`src/rtl/scan_bist_pkg.sv`:
```
// Shared types and constants for the logic-BIST scan controller.
package scan_bist_pkg;

  // Controller states.
  typedef enum logic [2:0] {
    StIdle,
    StShift,
    StCapture,
    StUnload,
    StDone
  } state_e;

  localparam int unsigned DefLfsrW    = 16;
  localparam int unsigned DefMisrW    = 16;
  localparam logic [15:0] DefLfsrSeed = 16'hACE1;
  localparam logic [15:0] DefLfsrPoly = 16'hB400;
  localparam logic [15:0] DefMisrPoly = 16'hB400;

  // Widest register the reference helpers handle; narrower values live in the low bits.
  localparam int unsigned MaxW = 32;
  typedef logic [MaxW-1:0] word_t;

  // One Galois LFSR step: shift right, fold the feedback mask in when bit 0 falls out.
  function automatic word_t lfsr_step(input word_t v, input word_t poly);
    return (v >> 1) ^ (v[0] ? poly : '0);
  endfunction

  // One MISR step: LFSR step, then the serial input is XORed into the MSB of a width-bit register.
  function automatic word_t misr_step(input word_t v, input word_t poly, input logic din,
                                      input int unsigned width);
    return lfsr_step(v, poly) ^ (word_t'(din) << (width - 1));
  endfunction

endpackage

```
`src/rtl/scan_lfsr_misr.sv`:
```
// Galois shift register with load, enable and a serial XOR input into the MSB.
// Tie din_i low to use it as a pattern LFSR; drive it to use it as a MISR.
module scan_lfsr_misr #(
  parameter int unsigned      Width  = 16,
  parameter logic [Width-1:0] Poly   = '0,
  parameter logic [Width-1:0] RstVal = '0
) (
  input  logic             clk_i,
  input  logic             rst_ni,
  input  logic             load_i,
  input  logic [Width-1:0] load_val_i,
  input  logic             en_i,
  input  logic             din_i,
  output logic [Width-1:0] d_o,
  output logic [Width-1:0] q_o
);

  logic [Width-1:0] q_q, q_d, step;

  // Next value: load wins over a step, otherwise hold.
  always_comb begin
    step = (q_q >> 1) ^ (q_q[0] ? Poly : '0) ^ {din_i, {(Width-1){1'b0}}};
    q_d  = q_q;
    if (load_i) begin
      q_d = load_val_i;
    end else if (en_i) begin
      q_d = step;
    end
  end

  // State register with synchronous active-low reset.
  always_ff @(posedge clk_i) begin
    if (!rst_ni) begin
      q_q <= RstVal;
    end else begin
      q_q <= q_d;
    end
  end

  assign d_o = q_d;
  assign q_o = q_q;

endmodule

```
`src/rtl/scan_bist_ctrl.sv`:
```
// Logic-BIST scan controller: drives SE/SI into a scan chain from an LFSR and
// compacts the chain's scan-out into a MISR signature, one signature per run.
module scan_bist_ctrl
  import scan_bist_pkg::*;
#(
  parameter int unsigned       CHAIN_LEN = 32,
  parameter int unsigned       PATTERNS  = 16,
  parameter int unsigned       LFSR_W    = DefLfsrW,
  parameter int unsigned       MISR_W    = DefMisrW,
  parameter logic [LFSR_W-1:0] LFSR_SEED = LFSR_W'(DefLfsrSeed),
  parameter logic [LFSR_W-1:0] LFSR_POLY = LFSR_W'(DefLfsrPoly),
  parameter logic [MISR_W-1:0] MISR_POLY = MISR_W'(DefMisrPoly)
) (
  input  logic                              clk_i,
  input  logic                              rst_ni,
  input  logic                              start_i,
  input  logic                              abort_i,
  input  logic                              so_i,
  output logic                              se_o,
  output logic                              si_o,
  output logic                              busy_o,
  output logic                              done_o,
  output logic [MISR_W-1:0]                 signature_o,
  output logic [$clog2(PATTERNS+1)-1:0]     pat_cnt_o
);

  localparam int unsigned      CntW      = $clog2(CHAIN_LEN);
  localparam int unsigned      PatW      = $clog2(PATTERNS + 1);
  localparam logic [CntW-1:0]  LastShift = CntW'(CHAIN_LEN - 1);
  localparam logic [PatW-1:0]  LastPat   = PatW'(PATTERNS - 1);

  state_e            state_q;
  logic              se_q, si_q;
  logic [CntW-1:0]   cnt_q;
  logic [PatW-1:0]   pat_cnt_q;

  logic              start_go;
  logic              lfsr_en, misr_en;
  logic [LFSR_W-1:0] lfsr_d, lfsr_q;
  logic [MISR_W-1:0] misr_d, misr_q;

  // Register control: a run may start only from IDLE/DONE, and ABORT freezes both registers.
  always_comb begin
    start_go = start_i && !abort_i && ((state_q == StIdle) || (state_q == StDone));
    lfsr_en  = !abort_i && (state_q == StShift);
    // The chain only holds a response after the first capture, so the first pattern's
    // shift-in is not compacted.
    misr_en  = !abort_i && (((state_q == StShift) && (pat_cnt_q != '0)) ||
                            (state_q == StUnload));
  end

  scan_lfsr_misr #(
    .Width  (LFSR_W),
    .Poly   (LFSR_POLY),
    .RstVal (LFSR_SEED)
  ) u_lfsr (
    .clk_i      (clk_i),
    .rst_ni     (rst_ni),
    .load_i     (start_go),
    .load_val_i (LFSR_SEED),
    .en_i       (lfsr_en),
    .din_i      (1'b0),
    .d_o        (lfsr_d),
    .q_o        (lfsr_q)
  );

  scan_lfsr_misr #(
    .Width  (MISR_W),
    .Poly   (MISR_POLY),
    .RstVal ('0)
  ) u_misr (
    .clk_i      (clk_i),
    .rst_ni     (rst_ni),
    .load_i     (start_go),
    .load_val_i ('0),
    .en_i       (misr_en),
    .din_i      (so_i),
    .d_o        (misr_d),
    .q_o        (misr_q)
  );

  // FSM, counters and registered SE/SI. SI is loaded with bit 0 of the LFSR value the
  // next cycle will hold, so each SHIFT cycle presents LFSR[0] before the LFSR steps.
  always_ff @(posedge clk_i) begin
    if (!rst_ni) begin
      state_q   <= StIdle;
      se_q      <= 1'b0;
      si_q      <= 1'b0;
      cnt_q     <= '0;
      pat_cnt_q <= '0;
    end else if (abort_i) begin
      state_q <= StIdle;
      se_q    <= 1'b0;
      si_q    <= 1'b0;
      cnt_q   <= '0;
    end else begin
      unique case (state_q)
        StIdle, StDone: begin
          if (start_i) begin
            state_q   <= StShift;
            se_q      <= 1'b1;
            si_q      <= lfsr_d[0];
            cnt_q     <= '0;
            pat_cnt_q <= '0;
          end
        end
        StShift: begin
          if (cnt_q == LastShift) begin
            state_q <= StCapture;
            se_q    <= 1'b0;
            si_q    <= 1'b0;
            cnt_q   <= '0;
          end else begin
            si_q  <= lfsr_d[0];
            cnt_q <= cnt_q + 1'b1;
          end
        end
        StCapture: begin
          pat_cnt_q <= pat_cnt_q + 1'b1;
          se_q      <= 1'b1;
          if (pat_cnt_q == LastPat) begin
            state_q <= StUnload;
            si_q    <= 1'b0;
          end else begin
            state_q <= StShift;
            si_q    <= lfsr_d[0];
          end
        end
        StUnload: begin
          if (cnt_q == LastShift) begin
            state_q <= StDone;
            se_q    <= 1'b0;
            cnt_q   <= '0;
          end else begin
            cnt_q <= cnt_q + 1'b1;
          end
        end
        default: begin
          state_q <= StIdle;
          se_q    <= 1'b0;
          si_q    <= 1'b0;
        end
      endcase
    end
  end

  // Only the LFSR's next LSB and the MISR's current value leave this block.
  logic unused_regs;
  assign unused_regs = ^{lfsr_q, lfsr_d[LFSR_W-1:1], misr_d};

  assign se_o        = se_q;
  assign si_o        = si_q;
  assign busy_o      = (state_q == StShift) || (state_q == StCapture) || (state_q == StUnload);
  assign done_o      = (state_q == StDone);
  assign signature_o = misr_q;
  assign pat_cnt_o   = pat_cnt_q;

endmodule

```
`config.mk`:
```
export PLATFORM = sky130hd
export DESIGN_NAME = scan_bist_ctrl
export DESIGN_NICKNAME = d
export VERILOG_FILES = /design/src/rtl/scan_bist_pkg.sv /design/src/rtl/scan_lfsr_misr.sv /design/src/rtl/scan_bist_ctrl.sv
export SDC_FILE = /design/constraint.sdc
export NUM_CORES = 1
export LEC_CHECK = 0
export CAP_MARGIN = 20
export CORE_UTILIZATION = 49
export CTS_CLUSTER_SIZE = 12
export DETAILED_ROUTE_END_ITERATION = 8
export HOLD_SLACK_MARGIN = 0.02
export PLACE_DENSITY = 0.75
export SLEW_MARGIN = 20
export SYNTH_ARGS = -nofsm -noshare
export SYNTH_HDL_FRONTEND = slang
export SYNTH_SLANG_ARGS = --single-unit
```
`constraint.sdc`:
```
create_clock -name clk_i -period 1.65 [get_ports clk_i]
set_input_delay 0.4125 -clock clk_i [delete_from_list [all_inputs] [get_ports clk_i]]
set_output_delay 0.4125 -clock clk_i [all_outputs]
set_load 0.005 [all_outputs]
```
==> impl_metrics.yaml, run 1 <==
pwr:
  power.internal_w: 0.001622
  vdd_drop_max_mv: 0.4021
  powerDensity_nw_per_um2: 733.8
  swShare_pct: 23.06
  leakagePower_nw: 1.024
  seqPwrFrac_pct: 55.0
  p_clk_share_pct: 35.7
  p_sw_w: 0.0004862
  power_frac_comb_pct: 9.3
critical_path:
  cpMostUsedCell: "buf_4"
  slowest_stage: "dfxtp_2"
  path_cells: "buf_4 > buf_4 > inv_1 > ha_2 > a211oi_4 > buf_6 > buf_12 > nor2_1 > a211oi_2"
  worstReg2RegEnd: "u_misr.q_o[13]"
  critPathRequiredTime_ns: 1.86
  arrival_ns: 1.84
  max_stage_delay_ns: 0.36
  critPathCaptureType: "flip-flop"
  start_kind: "flip-flop"
  path_max_fanout: 5
  ff2ff_setup_slack_ns: 0.02
  r2r_cells: 9
  reg2reg_from: "pat_cnt_o[0]"
  critical_path_class: "flip-flop to flip-flop"
worst_hold_path:
  min_from: "u_lfsr.q_o[4]"
  min_to: "u_lfsr.q_o[3]"
  hold_class: "flip-flop to flip-flop"
  whs_path_depth: 2
place:
  placement.io_buffers: 29
  place.gp.congestion: 0.7853
  place_area_um2: 2618
  dp_hpwl_um: 2880
  dpl.cell_count: 329
floorplan:
  io_pins: 30
  start_util_pct: 52.01
  die_h_um: 70.45
  row_count: 24
  die-area_um2: 4963
  coreArea_um2: 4414
  die_x_um: 70.45
routing:
  antenna_left: 0
  wire_per_inst_um: 12.50
  vias: 1779
  dr.pass1.iters: 4
  drc: 0
  drt_iter0_drc: 107
  routed_wl_um: 4276
  viasPerCell: 5.202
synthesis:
  yosysSeqAreaShare_pct: 40.98
  yosysMostFrequentCell: "nand2_1"
  synth_top_cell_area_share_pct: 40.98
  syn_avg_cell_area_um2: 9.004
  ys_ff_latch: 47
  synth.top_cells.by_area: "dfxtp_1, nand2_1, a21oi_1"
  async_flop_share_pct: 0
  synth_area_um2: 2296
  synthCells: 255
  ys.warnings.count: 0
  synth-edff-count: 0
  syn_nets: 265
  synth_cell_types: 47
  yosys.area.top_type: "dfxtp_1"
  synth_common_cells: "nand2_1, dfxtp_1, a21oi_1"
  synthFlopType: "dfxtp_1"
layout:
  multi_input_comb_area_um2: 1169
  drive_gt1_share_pct: 25.17
  finish.utilization_pct: 65.08
  antennaDiodeCount: 0
  nNetsFinal: 299
  fill_cells: 352
  area_delta_synth_final_pct: 25.12
  fin_cells: 342
  regArea_um2: 957.2
  postLayoutCellArea_um2: 2873
sta:
  clock_skew_ns: 0.003706
  whs_ns: 0.4592
  slew_headroom_pct: 73.61
  finalSetupViolCount: 0
  period_share_pct: 98.53
  tightest_slew_ns: 0.3925
  fin_crit_ns: 1.626
  final_hold_viol_count: 0
  fmax_mhz: 615.1
  maxSlewViolCount: 0
global_routing:
  grt-ovfl-total: 0
  antenna_found_initial: 0
  grt_pass1_wl_um: 7279
  grt_pass1_vias: 1658
  grt_max_degree: 28
  grt.total_usage_pct: 18.18
clocking:
  worst_skew_pair.late_latency_ns: 0.29
  ctsHoldBuffers: 0
  cts-buffers-inserted: 5
  cts_buffer_depth: 2
  cts_sinks: 47
  clkTransAtPathRegs_ns: 0.09
  cts_tree: "yes"
  cts_htree_levels: 2
  cts-root-buf: "clkbuf_8"
run:
  drv_cap: 0
outcome:
  status: "completed"
-- metal layers --
layer | vias up | global-route usage (%) | part of all wire, %
li1 | 913 | - | -
met1 | 831 | 22.93 | 48
met2 | 30 | 29.84 | 48
met3 | 5 | 4.473 | 3.1
met4 | 0 | 6.667 | 0.98
met5 | - | 0 | 0
-- how the worst max path moves through the flow --
stage / from / endpoint / slack (ns) / cells past startpoint
final: pat_cnt_o[0] / u_misr.q_o[13] / 0.02 / 9
after global routing: pat_cnt_o[0] / u_misr.q_o[13] / -0.04 / 9
after CTS: abort_i / u_lfsr.q_o[10] / 0.007 / 6
after detailed placement: abort_i / u_lfsr.q_o[10] / -0.31 / 6
after global placement: abort_i / u_lfsr.q_o[10] / -0.29 / 6
after floorplan: cnt_q[0] / si_o / 0.08 / 6
-- critical path, delay by kind of cell (launching register included) --
kind	cells	cell delay (ns)
buffers and inverters	5	0.53
DFF	1	0.36
adders and majority gates	1	0.20
and+or+nand+nor	1	0.05
AOI/OAI and AO/OA	2	0.40
-- placed cells by master, fill, tap and decap left out, types with 7 or more instances in the layout --
cell,count
buf_4,22
dfxtp_1,38
nand3_1,8
xnor2_1,9
dfxtp_2,7
nor2_1,14
nand2_1,51
clkbuf_8,7
clkdlybuf4s50_1,25
a21oi_1,28
-- layout make-up --
class | instances | area share (%)
multi-input combinational | 174 | 40.68
clock buffer | 7 | 3.354
clock inverter | 1 | 0.2613
sequential | 47 | 33.32
inverter | 4 | 0.5226
tap | 52 | 2.265
timing repair buffer | 57 | 19.60
-- power groups by stage --
stage / Clock, W / Combinational (W) / Sequential, W
global placement: 0 / 0.000183 / 0.00119
floorplan: 0 / 0.000125 / 0.00118
CTS: 0.000774 / 0.000189 / 0.00116
global route: 0.000829 / 0.000216 / 0.00116
finish: 0.000753 / 0.000196 / 0.00116
detailed placement: 0 / 0.000184 / 0.00119
-- state kept, by name, summed over array words and instances (netlist names) --
register	count
u_lfsr.q_o	16
se_o	1
u_misr.q_o	16
state_q	3
cnt_q	5
si_o	1
pat_cnt_o	5
-- logic make-up (layout without fill, tap and decap cells) --
logic type	Yosys count	after routing	synth area share (%)
mux	2	2	0.8720
compound gates	51	51	17.22
simple gates	106	106	23.65
buf+inv	34	69	10.73
xor+xnor	10	10	3.815
fa+ha+maj	5	5	2.725
flops	47	47	40.98
-- metrics by stage --
stage               power (W)  setup TNS (ns)  worst slack (ns)
floorplan            0.001310               0           0.08281
global placement     0.001369          -7.054           -0.2864
detailed placement   0.001371          -7.654           -0.3100
CTS                  0.002123               0          0.007433
global route         0.002205         -0.1134          -0.04302
finish               0.002108               0           0.02433
-- what timing repair did --
action                     4_1_cts  5_1_grt
gates resized for setup         20        9
buffers inserted                 2        1
setup endpoints to repair        7       21
cloned                           0        2
pin swaps                        3        2
Note: power is estimated with default switching activity, not from simulation.
==> run 2, diff against run 1 <==
PLACE_DENSITY = 0.85   (was 0.75)
==> run 2 against run 1 <==
Against the previous run: setup slack lost 0.0048 ns; final area shrank 0.83%; via count grew 2.8%; die area is the same; largest cell class unchanged; clock skew grew 0.0050 ns; clock-buffer cell count shrank 2; maximum frequency shrank 0.29%.
==> impl_metrics.yaml, run 2 (same netlist as run 1, synthesis figures left out) <==
worst_hold_path:
  hold_class: "flip-flop to flip-flop"
  min_from: "u_lfsr.q_o[4]"
critical_path:
  max_stage_delay_ns: 0.44
  reg2reg_from: "state_q[0]"
  path_cells: "buf_4 > buf_4 > inv_1 > o41a_1 > a211oi_2 > o31ai_1"
  critPathRequiredTime_ns: 1.84
  cpLargestDelayFamily: "compound AO/OA/AOI/OAI gates"
  arrival_ns: 1.82
  start_kind: "flip-flop"
  critical_path_class: "flip-flop to flip-flop"
  path_max_fanout: 4
  slowest_stage: "o41a_1"
  critPathCaptureType: "flip-flop"
  cpMostUsedCell: "buf_4"
  crit_buf_inv: 3
  startpoint: "state_q[0]"
sta:
  maxSlewViolCount: 0
  final_hold_viol_count: 0
  tightest_slew_ns: 0.5270
  clock_skew_ns: 0.008676
  period_share_pct: 98.81
  fmax_mhz: 613.3
  finalSetupViolCount: 0
  fin_crit_ns: 1.630
  slew_headroom_pct: 64.80
place:
  placement.io_buffers: 29
  dp_hpwl_um: 3014
  dpl.cell_count: 330
  place.gp.congestion: 0.8240
floorplan:
  die-area_um2: 4963
  row_count: 24
  io_pins: 30
  coreArea_um2: 4414
  die_h_um: 70.45
  die_x_um: 70.45
  start_util_pct: 52.01
routing:
  drc: 0
  viasPerCell: 5.379
  drt_iter0_drc: 92
  dr.pass1.iters: 4
  wire_per_inst_um: 13.25
  vias: 1829
  routed_wl_um: 4505
  antenna_left: 0
pwr:
  p_clk_share_pct: 39.1
  vdd_drop_max_mv: 0.5176
  seqPwrFrac_pct: 52.3
  p_sw_w: 0.0005239
  total_power_w: 0.002217
  power.internal_w: 0.001693
  leakagePower_nw: 1.017
  swShare_pct: 23.64
  power_frac_comb_pct: 8.6
  powerDensity_nw_per_um2: 778.1
clocking:
  cts-root-buf: "clkbuf_8"
  ctsHoldBuffers: 0
  cts_buffer_depth: 2
  cts_tree: "yes"
  clkTransAtPathRegs_ns: 0.10
  cts-buffers-inserted: 5
  worst_skew_pair.late_latency_ns: 0.31
  cts_htree_levels: 2
  cts_sinks: 47
global_routing:
  grt_pass1_vias: 1588
  antenna_found_initial: 0
  grt_max_degree: 28
  grt.total_usage_pct: 17.91
  grt-ovfl-total: 0
  grt_pass1_wl_um: 7148
layout:
  area_delta_synth_final_pct: 24.09
  fin_cells: 340
  nNetsFinal: 297
  antennaDiodeCount: 0
  final_common_cell: "nand2_1"
  final_cell_mix: "nand2_1, dfxtp_1, a21oi_1, clkdlybuf4s50_1, buf_4"
  drive_gt1_share_pct: 25.00
outcome:
  status: "completed"
run:
  drv_cap: 0
[run 2: path summary, 6_finish.rpt]
check	end	depth (start not counted)	slack [ns]
max	si_o	6	0.02
max reg2reg	si_o	6	0.02
min	u_lfsr.q_o[3]	2	0.45
min reg2reg	u_lfsr.q_o[3]	2	0.45
[run 2: power by group through the flow]
| stage | logic (W) | registers, W | clock network, W |
|---|---|---|---|
| finish | 0.000191 | 0.00116 | 0.000866 |
| global route | 0.000208 | 0.00116 | 0.000924 |
| CTS | 0.000187 | 0.00116 | 0.000884 |
| detailed placement | 0.000183 | 0.00119 | 0 |
| global placement | 0.000180 | 0.00119 | 0 |
| floorplan | 0.000125 | 0.00118 | 0 |
[run 2: final cells by class]
class	instances	area (µm²)
Timing Repair Buffer	55	518.0
Multi-Input combinational cell	174	1174
Sequential cell	47	962.2
Tap cell	52	65.06
Inverter	4	15.01
Fill cell	348	1565
Clock inverter	3	46.29
Clock buffer	5	68.82
[run 2: worst reg2reg max path, delay by kind of cell (launching register included)]
| family | cells | cell delay, ns |
|---|---|---|
| AOI/OAI and AO/OA | 3 | 0.80 |
| buffers and inverters | 3 | 0.35 |
| DFF | 1 | 0.37 |
[run 2: routing by layer]
metal / track usage, % / routed length [µm]
met1: 23.04 / 1955
met2: 29.21 / 2291
met3: 3.896 / 196
met4: 6.667 / 62
met5: 0 / 0
[run 2: through the flow]
| stage | hold slack [ns] | TNS, ns | setup WS, ns | instance area, µm² | util [%] |
|---|---|---|---|---|---|
| 2_1_floorplan | 0.4295 | 0 | 0.08281 | 2296 | - |
| 3_3_place_gp | 0.4369 | -5.895 | -0.1768 | 2638 | 59.75 |
| 3_5_place_dp | 0.4480 | -7.744 | -0.2278 | 2638 | 59.75 |
| 4_1_cts | 0.4544 | 0 | 0.01747 | 2779 | 62.95 |
| 5_1_grt | 0.4805 | -0.1035 | -0.05883 | 2849 | 64.54 |
| 6_report | 0.4511 | 0 | 0.01958 | 2849 | 64.54 |
[run 2: timing repair]
item,4_1_cts,5_1_grt
pin swaps,1,2
cloned,0,0
setup endpoints to repair,7,13
gates resized for setup,13,16
buffers inserted,2,0
